### src/rtl/ripple_carry_adder_pkg.sv
// Shared constants for the ripple-carry adder slice.
// Holds the default operand width used by the top-level parameter.
package ripple_carry_adder_pkg;

    localparam int unsigned RCA_WIDTH_DEFAULT = 4;

endpackage

### src/rtl/ripple_carry_adder_full_adder.sv
// One-bit full adder cell, chained by ripple_carry_adder.
// Ports: x, y, ci in; sum, co out (purely combinational).
module full_adder (
    input  logic x,
    input  logic y,
    input  logic ci,
    output logic sum,
    output logic co
);

    logic p;

    assign p   = x ^ y;
    assign sum = p ^ ci;
    assign co  = (x & y) | (ci & p);

endmodule

### src/rtl/ripple_carry_adder.sv
// WIDTH-bit ripple-carry adder with a registered result (1-cycle latency).
// Ports: clk, rst_n (async low), in_valid, a, b, cin in;
//        out_valid, s, c_out out; ovf out when RCA_OVERFLOW_EN is defined.
module ripple_carry_adder
    import ripple_carry_adder_pkg::*;
#(
    parameter int unsigned WIDTH = RCA_WIDTH_DEFAULT
) (
    input  logic             clk,
    input  logic             rst_n,
    input  logic             in_valid,
    input  logic [WIDTH-1:0] a,
    input  logic [WIDTH-1:0] b,
    input  logic             cin,
    output logic             out_valid,
    output logic [WIDTH-1:0] s,
    output logic             c_out
`ifdef RCA_OVERFLOW_EN
    ,
    output logic             ovf
`endif
);

    logic [WIDTH:0]   carry;
    logic [WIDTH-1:0] sum_w;

    assign carry[0] = cin;

    for (genvar i = 0; i < WIDTH; i++) begin : g_bit
        full_adder u_fa (
            .x   (a[i]),
            .y   (b[i]),
            .ci  (carry[i]),
            .sum (sum_w[i]),
            .co  (carry[i+1])
        );
    end

    logic [WIDTH-1:0] s_d, s_q;
    logic             c_out_d, c_out_q;
    logic             out_valid_d, out_valid_q;

    // Result registers only load on a valid cycle, so junk operands
    // presented with in_valid low never reach the outputs.
    always_comb begin
        s_d         = s_q;
        c_out_d     = c_out_q;
        out_valid_d = in_valid;
        if (in_valid) begin
            s_d     = sum_w;
            c_out_d = carry[WIDTH];
        end
    end

    always_ff @(posedge clk or negedge rst_n) begin
        if (!rst_n) begin
            s_q         <= '0;
            c_out_q     <= 1'b0;
            out_valid_q <= 1'b0;
        end else begin
            s_q         <= s_d;
            c_out_q     <= c_out_d;
            out_valid_q <= out_valid_d;
        end
    end

    assign s         = s_q;
    assign c_out     = c_out_q;
    assign out_valid = out_valid_q;

`ifdef RCA_OVERFLOW_EN
    logic ovf_d, ovf_q;

    // Signed overflow: carry into the sign bit differs from carry out.
    always_comb begin
        ovf_d = ovf_q;
        if (in_valid) begin
            ovf_d = carry[WIDTH] ^ carry[WIDTH-1];
        end
    end

    always_ff @(posedge clk or negedge rst_n) begin
        if (!rst_n) begin
            ovf_q <= 1'b0;
        end else begin
            ovf_q <= ovf_d;
        end
    end

    assign ovf = ovf_q;
`endif

endmodule

### config.mk
export PLATFORM = sky130hd
export DESIGN_NAME = ripple_carry_adder
export DESIGN_NICKNAME = d
export VERILOG_FILES = /design/src/rtl/ripple_carry_adder_pkg.sv /design/src/rtl/ripple_carry_adder_full_adder.sv /design/src/rtl/ripple_carry_adder.sv
export SDC_FILE = /design/constraint.sdc
export NUM_CORES = 1
export LEC_CHECK = 0
export CAP_MARGIN = 0
export CORE_AREA = 2 2 39 41
export DETAILED_ROUTE_END_ITERATION = 16
export DIE_AREA = 0 0 41 43
export SKIP_LAST_GASP = 1
export SLEW_MARGIN = 40
export SYNTH_ARGS = -nofsm -noshare
export SYNTH_HDL_FRONTEND = slang
export SYNTH_SLANG_ARGS = --single-unit
### constraint.sdc
create_clock -name clk -period 1.81 [get_ports clk]
set_input_delay 0.2715 -clock clk [delete_from_list [all_inputs] [get_ports clk]]
set_output_delay 0.2715 -clock clk [all_outputs]
set_load 0.02 [all_outputs]
==> results.txt <==
yosys warns - 0
crit share post-route - 95.2%
TritonRoute pass-1 iters - 4
core area - 0.00138 mm²
layout cells sized above 1 - 35.6%
first-pass GRT wire length - 1100 µm
IO buf count - 17
synthesized area - 329 µm²
Inst Count DP - 58
vias in the first global route - 240
Finish-stage setup viols - 0
setup bufs post-CTS - 0
GR Overflow Total - 0
placed inst area - 513 µm²
Int Pwr - 0.318 mW
post-synthesis register bit count - 6
largest net degree at the start of global routing - 9
syn nets - 42
CTS Root Cell - clkbuf_4
Tmin final - 1.72 ns
crit path from - cin
Max Clock Freq - 0.581 GHz
commonest non-fill, non-tap cell in the layout - clkdlybuf4s50_1
Crit Path Class - in2reg
maximum root-to-sink buffer count - 2
Worst Setup Start Kind - input port
r2r startpoint - s[2]
die area - 0.00176 mm²
Residual DRC - 0
CTS tree - built
Clk pwr share - 27.7%
Worst-path clk slew - 0.05 ns
leakage power - 0.249 nW
H-tree depth - 1
Inserted Diodes - 0
GRT Overall Usage - 9.85%
Setup WS post-layout - 0.0874 ns
relative slew slack - 77.5%
routed length per instance - 9.51 µm
GPL Wtd Cong - 0.666
Max Slew Vio Count - 0
status - complete, no violations
CP arrival - 1.89 ns
Comb power frac - 34.3%
Final Core Density - 38.5%
register area share after synthesis - 45.6%
post-route antenna net violation count - 0
Cells after Synth - 26
# rows - 14
commonest non-fill, non-tap cells in the layout - clkdlybuf4s50_1 (12), dfrtp_1 (6), inv_2 (5)
RSZ-0062 raised after global routing - false
sequential share of power - 38.0%
setup TNS - 0 ns
initial drt markers - 3
non-filler cells, final - 61
Detailed Route WL - 580 µm
DP Worst Slack - -0.547 ns
Worst setup EP type - flip-flop
average size of a mapped cell - 12.7 µm²
Net Sw Frac - 28.2%
maximum resistive drop on vdd - 0.419 mV
Design Area, Final - 533 µm²
Die Ht - 43 µm
clock skew - 0 ns
PwrDens - 832 mW/mm²
CP Data Required Time - 1.98 ns
initial antenna violation count - 0
worst-margin pin slew - 0.337 ns
cts hold-fix bufs - 0
final count of hold timing violations - 0
synthesis-to-finish area growth - 62.0%
Hold WC Path Type - in2async
NetSw - 0.125 mW
worst skew pair latency - 0.24 ns
Nets - 63
Maximum Capacitance Violations - 0
Vias/cell - 4.03
TritonCTS Buffers - 3
I/O Pins - 18
Crit Path Max Fanout - 1
Num Clock Sinks - 6
Die Wd - 41 µm
hpwl dp - 493 µm
via count - 246
synth unique cells - 8
starting density of the core - 23.8%
[layout make-up]
type / instances / area [µm²]
Multi-Input combinational cell: 11 / 145
Sequential cell: 6 / 150
Fill cell: 151 / 851
Clock buffer: 3 / 22.5
Tap cell: 16 / 20.0
Timing Repair Buffer: 17 / 165
Inverter: 8 / 30.0
[through the flow]
stage               power (mW)  hold slack [ns]
global placement         0.324            0.509
CTS                      0.459            0.278
finish                   0.443            0.273
floorplan                0.244          -0.0241
global route             0.478            0.289
detailed placement       0.326            0.515
[worst paths after layout]
check	depth (start not counted)	to	slack, ns
max	9	s[3]	0.09
min	1	s[3]	0.27
max reg2reg	1	s[2]	1.05
min reg2reg	1	s[1]	0.52
max in group asynchronous	1	out_valid	1.31
min in group clk	4	s[0]	0.45
[logic make-up after synthesis]
kind of cell             share of synthesized area (%)
AND/OR/NAND/NOR                                   2.28
AO/OA/AOI/OAI                                     3.04
adder cells (fa/ha/maj)                           24.3
flip-flops                                        45.6
buffers and inverters                             12.5
multiplexers                                      12.2
[power by group through the flow]
stage | registers [mW] | logic, mW | clock network, mW
floorplan | 0.198 | 0.0462 | 0
global placement | 0.171 | 0.153 | 0
detailed placement | 0.172 | 0.155 | 0
CTS | 0.170 | 0.156 | 0.133
global route | 0.172 | 0.169 | 0.137
finish | 0.169 | 0.152 | 0.123
[registers in the layout, indices dropped and copies added, names as in the netlist]
signal,count
s,4
out_valid,1
c_out,1
[routing by layer]
layer / track usage, % / share of wire, %
met1: 12.7 / 39
met2: 11.9 / 49
met5: 0 / 0
met3: 7.85 / 10
met4: 4.00 / 1.0
[worst max-delay path: stages]
cell,delay (ns)
buf_6,0.09
inv_2,0.05
fa_2,0.19
inv_2,0.04
fa_2,0.33
fa_2,0.34
inv_2,0.06
fa_1,0.41
a21oi_1,0.13
[cells in the mapped netlist]
| library cell | number | area (µm²) |
|---|---|---|
| nor2_1 | 2 | 7.51 |
| buf_6 | 1 | 11.3 |
| dfrtp_1 | 6 | 150 |
| a21oi_1 | 2 | 10.0 |
| inv_1 | 8 | 30.0 |
| mux2i_1 | 1 | 10.0 |
| fa_1 | 4 | 80.1 |
| mux2_4 | 2 | 30.0 |
[timing repair]
item / in CTS / in global routing
pin swaps: 5 / 4
gates resized for setup: 21 / 0
setup endpoints to repair: 4 / 1
No activity file was read; power rests on OpenSTA's default activity.
